==> config.mk <==
export PLATFORM = sky130hd
export DESIGN_NAME = seq_shifter
export DESIGN_NICKNAME = d
export VERILOG_FILES = /design/src/rtl/shift_pkg.sv /design/src/rtl/shift_step.sv /design/src/rtl/seq_shifter.sv
export SDC_FILE = /design/constraint.sdc
export NUM_CORES = 1
export LEC_CHECK = 0
export CAP_MARGIN = 30
export CORE_MARGIN = 2
export CORE_UTILIZATION = 54
export CTS_BUF_LIST = sky130_fd_sc_hd__clkbuf_4
export DETAILED_ROUTE_END_ITERATION = 6
export HOLD_SLACK_MARGIN = 0.06
export PLACE_DENSITY = 0.95
export SETUP_SLACK_MARGIN = 0.05
export SLEW_MARGIN = 20
export SYNTH_ARGS = -nofsm -noshare
export SYNTH_HDL_FRONTEND = slang
export SYNTH_HIERARCHICAL = 1
export SYNTH_SLANG_ARGS = --single-unit
export TNS_END_PERCENT = 50
==> constraint.sdc <==
create_clock -name clk -period 3 [get_ports clk]
set_clock_uncertainty 0.1 [all_clocks]
set_input_delay 0.75 -clock clk [delete_from_list [all_inputs] [get_ports clk]]
set_output_delay 0.75 -clock clk [all_outputs]
set_load 0.01 [all_outputs]
==> src/rtl/shift_pkg.sv <==
// Shared definitions for the sequential shifter.
// Mode codes and FSM state encodings.
package shift_pkg;

    localparam logic [1:0] MODE_SLL = 2'b00;
    localparam logic [1:0] MODE_SRL = 2'b01;
    localparam logic [1:0] MODE_SRA = 2'b10;
    localparam logic [1:0] MODE_ROL = 2'b11;

    typedef enum logic [1:0] {
        ST_IDLE  = 2'd0,
        ST_SHIFT = 2'd1,
        ST_DONE  = 2'd2
    } state_t;

endpackage

==> src/rtl/shift_step.sv <==
// One-position shift/rotate step.
// Pure combinational; the FSM in seq_shifter iterates it.
module shift_step
    import shift_pkg::*;
#(
    parameter int WIDTH = 12
) (
    input  logic [WIDTH-1:0] acc,
    input  logic [1:0]       mode,
    output logic [WIDTH-1:0] next_acc,
    output logic             bit_out
);

    // Select the single-bit move for the captured mode
    always_comb begin
        next_acc = acc;
        bit_out  = 1'b0;
        unique case (mode)
            MODE_SLL: begin
                next_acc = {acc[WIDTH-2:0], 1'b0};
                bit_out  = acc[WIDTH-1];
            end
            MODE_SRL: begin
                next_acc = {1'b0, acc[WIDTH-1:1]};
                bit_out  = acc[0];
            end
            MODE_SRA: begin
                next_acc = {acc[WIDTH-1], acc[WIDTH-1:1]};
                bit_out  = acc[0];
            end
            MODE_ROL: begin
                next_acc = {acc[WIDTH-2:0], acc[WIDTH-1]};
                bit_out  = acc[WIDTH-1];
            end
        endcase
    end

endmodule

==> src/rtl/seq_shifter.sv <==
// Multi-cycle shifter: one bit position per clock.
// IDLE -> SHIFT (shamt steps) -> DONE pulse -> IDLE.
module seq_shifter
    import shift_pkg::*;
#(
    parameter int WIDTH   = 12,
    parameter int SHAMT_W = 4
) (
    input  logic               clk,
    input  logic               rst_n,
    input  logic               start,
    input  logic [WIDTH-1:0]   data_in,
    input  logic [SHAMT_W-1:0] shamt,
    input  logic [1:0]         mode,
    output logic [WIDTH-1:0]   result,
    output logic               carry_out,
    output logic               busy,
    output logic               done
);

    localparam logic [SHAMT_W-1:0] CNT_ONE  = 1;
    localparam logic [SHAMT_W-1:0] CNT_ZERO = '0;

    state_t             state_q, state_d;
    logic [WIDTH-1:0]   acc_q, acc_d;
    logic [SHAMT_W-1:0] cnt_q, cnt_d;
    logic [1:0]         md_q, md_d;
    logic               carry_q, carry_d;
    logic               busy_q, busy_d;
    logic               done_q, done_d;

    logic [WIDTH-1:0]   step_acc;
    logic               step_bit;

    shift_step #(
        .WIDTH (WIDTH)
    ) u_step (
        .acc      (acc_q),
        .mode     (md_q),
        .next_acc (step_acc),
        .bit_out  (step_bit)
    );

    // Next-state: capture on start, iterate while cnt!=0, then pulse done
    always_comb begin
        state_d = state_q;
        acc_d   = acc_q;
        cnt_d   = cnt_q;
        md_d    = md_q;
        carry_d = carry_q;
        busy_d  = busy_q;
        done_d  = 1'b0;
        case (state_q)
            ST_IDLE: begin
                if (start) begin
                    acc_d   = data_in;
                    cnt_d   = shamt;
                    md_d    = mode;
                    carry_d = 1'b0;
                    busy_d  = 1'b1;
                    state_d = ST_SHIFT;
                end
            end
            ST_SHIFT: begin
                if (cnt_q != CNT_ZERO) begin
                    acc_d   = step_acc;
                    carry_d = step_bit;
                    cnt_d   = cnt_q - CNT_ONE;
                end else begin
                    done_d  = 1'b1;
                    state_d = ST_DONE;
                end
            end
            ST_DONE: begin
                busy_d  = 1'b0;
                state_d = ST_IDLE;
            end
            default: begin
                busy_d  = 1'b0;
                state_d = ST_IDLE;
            end
        endcase
    end

    // State and output registers; reset abandons any operation
    always_ff @(posedge clk or negedge rst_n) begin
        if (!rst_n) begin
            state_q <= ST_IDLE;
            acc_q   <= '0;
            cnt_q   <= '0;
            md_q    <= MODE_SLL;
            carry_q <= 1'b0;
            busy_q  <= 1'b0;
            done_q  <= 1'b0;
        end else begin
            state_q <= state_d;
            acc_q   <= acc_d;
            cnt_q   <= cnt_d;
            md_q    <= md_d;
            carry_q <= carry_d;
            busy_q  <= busy_d;
            done_q  <= done_d;
        end
    end

    assign result    = acc_q;
    assign carry_out = carry_q;
    assign busy      = busy_q;
    assign done      = done_q;

endmodule

Word level (Yosys, flattened, before mapping):

Cells that the tools add are included.

* input bits: 21
* output and inout port bits: 15
* register bits: 23

* equality and inequality tests: 8
* reductions and logical operators: 11
* multiplexer cells: 18
* bitwise logic cells: 1
* $add $sub $neg: 1

Operators with widths (count)
* $pmux 12 s4: 1
* $mux 12: 2
* $pmux 12 s2: 1
* $mux 4: 2
* $ne 2x2->1 const B: 4
* $pmux 4 s2: 1
* $pmux 1 s2: 3
* $reduce_and 2->1: 3
* $mux 1: 5
* $eq 2x1->1 const B: 2
* $eq 2x2->1 const B: 2
* $logic_not 2->1: 2
* $mux 2: 2
* $pmux 2 s2: 1
* $reduce_and 4->1: 1
* $reduce_bool 4->1: 1
* $reduce_or 2->1: 2
* $sub 4x1->4 const B: 1
* $reduce_and 3->1: 1
* $reduce_bool 2->1: 1
* $not 1->1: 1

Depth between registers and ports, before layout:

Gate-level depths: netlist of the first run.

* word-level depth: 5
* depth in mapped cells: 7

Hierarchy:

The synthesis of the first run kept the hierarchy.

By module, submodules not included
* seq_shifter: times used 1, cells each 103, area an instance 1213.7 sq um, seq. area each 575.6 sq um
* shift_step: times used 1, cells each 26, area an instance 222.7 sq um, seq. area each 0.0 sq um

Least setup slack after synthesis of the first run:

No wires, ideal clock.

* path kind: register to register
* from: register cnt_q[0]
* to: register acc_q[10] (netlist: result[10])
* setup slack: 1373 ps
* arrival time: 1404 ps
* library setup time: 122 ps
* required time: 2778 ps
* stages on the path, launching flop included: 7
* path through: dfrtp_1 > inv_1 > ha_1 > and4bb_4 > nor3_4 > buf_8 > a21oi_2

* longest elaborated chain between the ends: 3

Ends and longest elaborated chain
* start: declaration: line seq_shifter.sv:26 `logic [SHAMT_W-1:0] cnt_q, cnt_d;`
* start signal: assignment: line seq_shifter.sv:98 `cnt_q <= cnt_d;`
* $reduce_bool 4->1: line seq_shifter.sv:65 `if (cnt_q != CNT_ZERO) begin`
* $ne 2x2->1 (no source line)
* $reduce_and 3->1 (no source line)
* end signal: assignment: line seq_shifter.sv:89 `acc_q <= '0;`
* end signal: assignment: line seq_shifter.sv:97 `acc_q <= acc_d;`
* end: declaration: line seq_shifter.sv:25 `logic [WIDTH-1:0] acc_q, acc_d;`

No other way between the ends.
A chain may end at the register's enable or synchronous reset.

Final worst setup path of the first run:

* from: input port start
* to: register carry_q (netlist: carry_out)

* longest elaborated chain between the ends: 2

Ends and longest elaborated chain
* start: declaration: line seq_shifter.sv:11 `input logic start,`
* $ne 2x2->1 (no source line)
* $reduce_and 3->1 (no source line)
* end signal: assignment: line seq_shifter.sv:100 `carry_q <= carry_d;`
* end: declaration: line seq_shifter.sv:28 `logic carry_q, carry_d;`

No other way between the ends.

==> flow_summary.toml, run 1 <==
[outcome]
status = "finished clean"

[global_route]
grt.overflow.total = 0
grt_antenna_before_repair = 0
grt_max_degree = 24
grt_pass1_vias = 1198
grt_usage = 0.2208
grt_pass1_wl_um = 5478

[placed_design]
place_area_um2 = 1760
dp_hpwl_um = 2344
port_buffers = 35
gp_congestion = 0.8944

[clock_network]
post_cts_buffers = 0
root_buffer = "clkbuf_4"
ctsHoldBuffers = 0
cts_resized = 0
ctsHtreeMaxLevel = 1
clockBufferDepth = 2
cts_made_buffers = 3
insertion_delay_ns = 0.31
cts.clk_slew.worst_paths_ns = 0.12
cts_tree = "done"
clock_sinks = 23

[die]
dieArea_um2 = 3089
die_w_um = 55.58
rows = 18
start_util = 0.5746
core_um2 = 2500
die_h_um = 55.58
io-pin-count = 36

[setup_path]
critPathKind = "in2reg"
crit_arrival_ns = 2.37
r2r_end = "carry_out$_DFFE_PN0P_"
crit_path_end = "carry_out$_DFFE_PN0P_"
rr_worst_depth = 5
r2r-start = "cnt_q[0]$_DFFE_PN0P_"
crit_start = "start"
cp-end-kind = "flip-flop"
worstSetupStartpointType = "primary input"
required_ns = 3.14
critPathMaxFanout = 17
r2r_slack_ns = 0.89

[layout]
num_antenna_cells = 0
ff_latch_area_um2 = 575.6
final_area_um2 = 1790
final_core_util = 0.7162
multi_input_area_um2 = 752.0
area_delta_synth_final_pct = 24.65
n_fill_cell = 167
layout.nets = 188
drive_gt1_frac = 0.1553

[yosys]
synth_edf_count = 0
synthDominantCellAreaShare = 0.4007
postSynthCellCount = 129
synth.most_common_cell = "dfrtp_1"
ys_ff_latch = 23
syn_area_per_cell_um2 = 11.13
synth_flop_cell = "dfrtp_1"
syn_nets = 155
synth_area_leader_cell = "dfrtp_1"
async_flop_share = 1.000
yosys-top-cells-count = "dfrtp_1 (23), a21oi_1 (18), mux2i_1 (17)"
syn_area_um2 = 1436
yosys-top-cells-area = "dfrtp_1 (40%), mux2i_1 (12%), a21oi_1 (6.3%)"
yosysUniqueCellTypes = 35
yosys_warnings = 6
synth_seq_area_share = 0.4007

[job]
cap_viol_max_count = 0

[drt]
ant_nets = 0
first_pass_iters = 4
drtIter0Drc = 44
postRouteWirelength_um = 3221
viasPerCell = 5.937
vias = 1134
drt-wirelength-per-cell_um = 16.86
drc_errors = 0

[timing]
rsz0062_at_grt = "no"
final-setup-viol-count = 0
period_share = 0.7447
max_freq_mhz = 447.6
tightest_slew_ns = 0.8610
drv_slew = 0
fin_crit_ns = 2.234
slew_headroom = 0.4241
fin_setup_tns_ns = 0
hold_viol = 0

[pwr]
vdd_drop_max_mv = 0.8602
power_density_nw_per_um2 = 1092
p_leak_nw = 0.8489

[min_path]
hold_path_class = "reg2reg"
==> metrics by stage <==
step | hold WS, ns | total power, mW | cells | setup slack [ns]
floorplan | 0.3544 | 1.493 | 129 | 1.373
global placement | 0.3870 | 1.742 | 187 | 0.5416
detailed placement | 0.3960 | 1.800 | 187 | 0.4573
CTS | 0.4231 | 1.949 | 191 | 0.7901
global route | 0.4601 | 2.098 | 191 | 0.6833
finish | 0.4206 | 1.954 | 191 | 0.7658
==> state kept, by name, summed over array words and instances, names as in the netlist <==
signal     flops
busy           1
carry_out      1
cnt_q          4
done           1
md_q           2
result        12
state_q        2
==> how the worst min path moves through the flow <==
stage | start | to | slack, ns | cells past startpoint
3_3_place_gp | busy$_DFFE_PN0P_ | busy$_DFFE_PN0P_ | 0.39 | 2
3_5_place_dp | busy$_DFFE_PN0P_ | busy$_DFFE_PN0P_ | 0.40 | 2
6_report | busy$_DFFE_PN0P_ | busy$_DFFE_PN0P_ | 0.42 | 2
4_1_cts | busy$_DFFE_PN0P_ | busy$_DFFE_PN0P_ | 0.42 | 2
2_1_floorplan | rst_n | busy$_DFFE_PN0P_ | 0.35 | 0
5_1_grt | busy$_DFFE_PN0P_ | busy$_DFFE_PN0P_ | 0.46 | 2
==> report_power, final <==
group          total [mW]  switching [mW]  internal (mW)
registers           0.617           0.158          0.458
clock network       0.151          0.0898         0.0610
logic                1.19           0.558          0.629
total                1.95           0.806           1.15
==> worst max-delay path: stages <==
cell	delay, ns
clkdlybuf4s50_1	0.52
nor2_1	0.13
nor3_4	0.69
mux2i_1	0.28
==> area by class of cell <==
cell class / instances / area share
clock buffer: 4 / 0.01677
sequential: 23 / 0.3215
tap: 30 / 0.02096
inverter: 8 / 0.01677
timing repair buffer: 37 / 0.2041
multi-input combinational: 89 / 0.4200
==> cells in the final DEF, fill, tap and decap left out, types with 2 or more instances in the layout <==
| cell type | instances |
|---|---|
| ha_1 | 5 |
| a22o_1 | 10 |
| mux2_2 | 3 |
| dfrtp_1 | 23 |
| nor2_1 | 3 |
| inv_1 | 8 |
| and3_1 | 2 |
| buf_4 | 2 |
| a21oi_1 | 18 |
| nand2_1 | 3 |
| clkbuf_4 | 4 |
| clkdlybuf4s50_1 | 35 |
| a21oi_2 | 9 |
| mux2i_1 | 17 |
==> cells by family (layout without fill, tap and decap cells) <==
| kind of cell | Yosys count | in the layout | share of synthesized area |
|---|---|---|---|
| simple gates | 17 | 17 | 0.08799 |
| mux | 20 | 20 | 0.1420 |
| compound gates | 47 | 47 | 0.2483 |
| buf+inv | 17 | 49 | 0.07752 |
| flops | 23 | 23 | 0.4007 |
| fa+ha+maj | 5 | 5 | 0.04355 |
==> layer usage <==
layer | share of wire | wire [µm] | vias up | track usage
li1 | - | - | 537 | -
met1 | 0.43 | 1375 | 548 | 0.2898
met2 | 0.52 | 1660 | 43 | 0.3605
met3 | 0.046 | 149 | 6 | 0.05349
met4 | 0.011 | 36 | 0 | 0.06969
met5 | 0 | 0 | - | 0
Note: power is estimated with default switching activity, not from simulation.
==> inputs of run 2 (changes only) <==
--- a/config.mk
+++ b/config.mk
@@ -7,11 +7,11 @@
 export LEC_CHECK = 0
 export CAP_MARGIN = 30
 export CORE_MARGIN = 2
-export CORE_UTILIZATION = 54
+export CORE_UTILIZATION = 46
 export CTS_BUF_LIST = sky130_fd_sc_hd__clkbuf_4
 export DETAILED_ROUTE_END_ITERATION = 6
 export HOLD_SLACK_MARGIN = 0.06
-export PLACE_DENSITY = 0.95
+export PLACE_DENSITY = 0.88
 export SETUP_SLACK_MARGIN = 0.05
 export SLEW_MARGIN = 20
 export SYNTH_ARGS = -nofsm -noshare
==> constraint.sdc (replaced) <==
create_clock -name clk -period 1.8 [get_ports clk]
set_clock_uncertainty 0.1 [all_clocks]
set_input_delay 0.45 -clock clk [delete_from_list [all_inputs] [get_ports clk]]
set_output_delay 0.45 -clock clk [all_outputs]
set_load 0.01 [all_outputs]
==> run 2 against run 1 <==
Register-to-register slack got worse by 0.85 ns. Non-clock buffer count is 17 higher. Via count increased by 10%. Core utilization down 5.4 points. Total power up 91%. Clock-buffer cell count did not move.
==> flow_summary.toml, run 2 (synthesis results as in run 1) <==
[clock_network]
cts.clk_slew.worst_paths_ns = 0.13
clock_sinks = 23
cts_made_buffers = 3
insertion_delay_ns = 0.32
cts_tree = "done"
root_buffer = "clkbuf_4"
ctsHoldBuffers = 0
clockBufferDepth = 2
ctsHtreeMaxLevel = 1

[setup_path]
critPathKind = "reg2reg"
cp_slowest_cell = "a2111oi_1"
cp-end-kind = "flip-flop"
critPathMaxFanout = 6
crit_arrival_ns = 1.85
worstSetupStartpointType = "flip-flop"
required_ns = 1.89
path_cells = "inv_1 > ha_1 > and4bb_4 > a2111oi_1 > mux2i_1"
slowest_delay_ns = 0.40

[min_path]
hold_path_class = "in2async"

[timing]
max_freq_mhz = 568.0
period_share = 0.9782
slew_headroom = 0.7086
rsz0062_at_grt = "yes"
fin_crit_ns = 1.761
layout_setup_ws_ns = 0.03931
hold_viol = 0
drv_slew = 0
tightest_slew_ns = 0.4371
final-setup-viol-count = 0

[die]
die_w_um = 59.88
start_util = 0.4783
die_h_um = 59.88
rows = 20
dieArea_um2 = 3586
core_um2 = 3003
io-pin-count = 36

[drt]
top_layer = "met4"
wl_met1_um = 1647
first_pass_iters = 4
postRouteWirelength_um = 3938
ant_nets = 0
drt-wirelength-per-cell_um = 18.49
met3_length_um = 204
drc_errors = 0
drtIter0Drc = 82
viasPerCell = 5.854
vias = 1247
wl_met2_um = 2039

[layout]
final_area_um2 = 1988
area_delta_synth_final_pct = 38.41
largest_reg_flops = 12
final_cell_mix = "dfrtp_1 (23), clkdlybuf4s50_1 (20), a21oi_1 (18), buf_4 (17), mux2i_1 (16)"
final_common_cell = "dfrtp_1"
layout.nets = 207
drive_gt1_frac = 0.2833
num_antenna_cells = 0

[global_route]
grt_max_degree = 24
grt_pass1_wl_um = 6016
grt.overflow.total = 0
grt_antenna_before_repair = 0
grt_pass1_vias = 1239
grt_usage = 0.2235

[placed_design]
dp_hpwl_um = 2392
gp_congestion = 0.8253
port_buffers = 35
pre_cts_ws_ns = -0.06367
place_area_um2 = 1842

[pwr]
vdd_drop_max_mv = 0.7724
power_density_nw_per_um2 = 1878
p_leak_nw = 0.9795

[job]
cap_viol_max_count = 0

[outcome]
status = "finished clean"
[run 2: cell type report]
| type | instances | area, µm² |
|---|---|---|
| inverters | 8 | 30.03 |
| well taps | 33 | 41.29 |
| clock buffers | 4 | 30.03 |
| repair buffers | 54 | 499.2 |
| flip-flops and latches | 23 | 575.6 |
| multi-input cells | 91 | 812.0 |
| fillers | 216 | 1015 |
[run 2: per-layer routing]
layer,up-vias,global-route usage
met3,6,0.02597
met1,614,0.2824
met2,48,0.3975
li1,579,-
met4,0,0.06667
met5,-,0
[run 2: what timing repair did]
action                     in CTS  in global routing
gates cloned                    0                  2
setup buffers                   9                  1
pin swaps                       0                  2
gates resized for setup        18                  9
setup endpoints to repair      26                 13
[run 2: final timing paths]
kind	start	end	slack, ns	depth (start not counted)
setup / recovery	cnt_q[0]$_DFFE_PN0P_	cnt_q[0]$_DFFE_PN0P_	0.04	5
hold / removal	rst_n	result[0]$_DFFE_PN0P_	0.37	2
setup reg to reg	cnt_q[0]$_DFFE_PN0P_	cnt_q[0]$_DFFE_PN0P_	0.04	5
hold reg to reg	busy$_DFFE_PN0P_	busy$_DFFE_PN0P_	0.41	2
max in group asynchronous	rst_n	cnt_q[3]$_DFFE_PN0P_	1.00	2
min in group clk	busy$_DFFE_PN0P_	busy$_DFFE_PN0P_	0.41	2
[run 2: per-stage QoR]
| step | cells | util | power (mW) | TNS (ns) | hold slack, ns |
|---|---|---|---|---|---|
| final | 213 | 0.6621 | 3.733 | 0 | 0.3664 |
| after global routing | 213 | 0.6621 | 3.954 | -0.1239 | 0.3754 |
| after CTS | 210 | 0.6425 | 3.466 | 0 | 0.3771 |
| after detailed placement | 197 | 0.6133 | 3.138 | -0.2261 | 0.3937 |
| after global placement | 197 | 0.6133 | 3.014 | -0.1101 | 0.3896 |
| after floorplan | 129 | - | 2.489 | 0 | 0.05441 |
[run 2: worst max-delay path, delay by kind of cell (launching register included)]
family	cells	cell delay, ns
compound gates	1	0.40
flops	1	0.37
fa+ha+maj	1	0.27
simple gates	1	0.26
mux	1	0.15
buf+inv	1	0.08
[run 2: report_power, final]
part	internal (mW)	switching (mW)	total, mW
Sequential	0.763	0.208	0.971
Combinational	1.30	1.19	2.50
Clock	0.102	0.164	0.266
==> inputs of run 3 (changes only) <==
--- a/config.mk
+++ b/config.mk
@@ -5,13 +5,13 @@
 export SDC_FILE = /design/constraint.sdc
 export NUM_CORES = 1
 export LEC_CHECK = 0
-export CAP_MARGIN = 30
 export CORE_MARGIN = 2
 export CORE_UTILIZATION = 46
 export CTS_BUF_LIST = sky130_fd_sc_hd__clkbuf_4
 export DETAILED_ROUTE_END_ITERATION = 6
 export HOLD_SLACK_MARGIN = 0.06
 export PLACE_DENSITY = 0.88
+export RECOVER_POWER = 25
 export SETUP_SLACK_MARGIN = 0.05
 export SLEW_MARGIN = 20
 export SYNTH_ARGS = -nofsm -noshare
==> run 3 against run 2 <==
Routed wire length is the same. First-iteration DRC count unchanged. Clock-buffer cell count unchanged. Non-clock buffer count stayed put. Critical path type unchanged. Largest power group unchanged. Highest routed layer unchanged.
==> flow_summary.toml, run 3 (synthesis results as in run 1) <==
[outcome]
status = "finished clean"

[drt]
vias = 1248
ant_nets = 0
drtIter0Drc = 82
viasPerCell = 5.859
wl_met1_um = 1647
top_layer = "met4"
met3_length_um = 204
drt-wirelength-per-cell_um = 18.49
postRouteWirelength_um = 3938
first_pass_iters = 4
drc_errors = 0
wl_met2_um = 2039

[pwr]
vdd_drop_max_mv = 0.7723
p_leak_nw = 0.9791
power_density_nw_per_um2 = 1879

[clock_network]
ctsHoldBuffers = 0
root_buffer = "clkbuf_4"
cts_tree = "done"
ctsHtreeMaxLevel = 1
cts.clk_slew.worst_paths_ns = 0.13
clock_sinks = 23
clockBufferDepth = 2
insertion_delay_ns = 0.32
cts_made_buffers = 3

[timing]
layout_setup_ws_ns = 0.03926
period_share = 0.9782
hold_viol = 0
final-setup-viol-count = 0
drv_slew = 0
slew_headroom = 0.6045
tightest_slew_ns = 0.5933
max_freq_mhz = 567.9
fin_crit_ns = 1.761
rsz0062_at_grt = "yes"

[setup_path]
cp-end-kind = "flip-flop"
crit_start = "cnt_q[0]$_DFFE_PN0P_"
r2r_end = "cnt_q[0]$_DFFE_PN0P_"
worstSetupStartpointType = "flip-flop"
required_ns = 1.89
critPathMaxFanout = 6
critPathKind = "reg2reg"
rr_worst_depth = 5
crit_path_end = "cnt_q[0]$_DFFE_PN0P_"
r2r_slack_ns = 0.04
crit_arrival_ns = 1.85
r2r-start = "cnt_q[0]$_DFFE_PN0P_"

[layout]
final_cell_mix = "dfrtp_1 (23), clkdlybuf4s50_1 (19), a21oi_1 (18), mux2i_1 (16), buf_4 (16)"
layout.nets = 207
n_fill_cell = 217
num_antenna_cells = 0
final_common_cell = "dfrtp_1"
largest_reg_flops = 12
area_delta_synth_final_pct = 38.24
final_area_um2 = 1986
drive_gt1_frac = 0.2833

[die]
io-pin-count = 36
die_w_um = 59.88
die_h_um = 59.88
rows = 20
start_util = 0.4783
core_um2 = 3003
dieArea_um2 = 3586

[placed_design]
gp_congestion = 0.8253
pre_cts_ws_ns = -0.06367
dp_hpwl_um = 2392
place_area_um2 = 1842
port_buffers = 35

[global_route]
grt_pass1_vias = 1239
grt_usage = 0.2235
grt.overflow.total = 0
grt_antenna_before_repair = 0
grt_max_degree = 24
grt_pass1_wl_um = 6016

[job]
cap_viol_max_count = 0

[min_path]
hold_path_class = "reg2reg"
run 3: cell type report:
class / count / area [µm²] / share of cell area
clock buffer: 4 / 30.03 / 0.01512
inverter: 8 / 30.03 / 0.01512
multi-input combinational: 91 / 812.0 / 0.4089
sequential: 23 / 575.6 / 0.2899
tap: 33 / 41.29 / 0.02079
timing repair buffer: 54 / 496.7 / 0.2502
run 3: per-layer routing:
metal,vias up,GRT usage
li1,580,-
met1,614,0.2824
met2,48,0.3975
met3,6,0.02597
met4,0,0.06667
met5,-,0
run 3: timing repair:
action / 4_1_cts / 5_1_grt
gates cloned: 0 / 2
setup buffers: 9 / 1
resized for setup: 18 / 9
endpoints found under the setup margin: 26 / 13
pin swaps: 0 / 2
run 3: stage by stage:
| stage | util | std cells | power (mW) | hold WS [ns] | setup TNS, ns |
|---|---|---|---|---|---|
| global placement | 0.6133 | 197 | 3.014 | 0.3896 | -0.1101 |
| CTS | 0.6425 | 210 | 3.466 | 0.3771 | 0 |
| floorplan | - | 129 | 2.489 | 0.05441 | 0 |
| detailed placement | 0.6133 | 197 | 3.138 | 0.3937 | -0.2261 |
| global route | 0.6613 | 213 | 3.952 | 0.4456 | -0.1239 |
| finish | 0.6613 | 213 | 3.732 | 0.4092 | 0 |
run 3: power breakdown:
| group | total (mW) | internal, mW | switching, mW |
|---|---|---|---|
| logic | 2.50 | 1.30 | 1.19 |
| clock network | 0.266 | 0.102 | 0.164 |
| registers | 0.971 | 0.763 | 0.208 |
| total | 3.73 | 2.17 | 1.56 |
run 3: how the worst min path moves through the flow:
| stage | start | depth (start not counted) | to | slack, ns |
|---|---|---|---|---|
| after floorplan | rst_n | 0 | busy$_DFFE_PN0P_ | 0.05 |
| final | busy$_DFFE_PN0P_ | 2 | busy$_DFFE_PN0P_ | 0.41 |
| after CTS | rst_n | 2 | cnt_q[0]$_DFFE_PN0P_ | 0.38 |
| after detailed placement | busy$_DFFE_PN0P_ | 2 | busy$_DFFE_PN0P_ | 0.39 |
| after global placement | busy$_DFFE_PN0P_ | 2 | busy$_DFFE_PN0P_ | 0.39 |
| after global routing | busy$_DFFE_PN0P_ | 2 | busy$_DFFE_PN0P_ | 0.45 |
run 3: worst max-delay path, cell delays in order, from the launching register on:
cell and delay, ns:
dfrtp_1 0.37, inv_1 0.08, ha_1 0.27, and4bb_4 0.26
a2111oi_1 0.40, mux2i_1 0.15
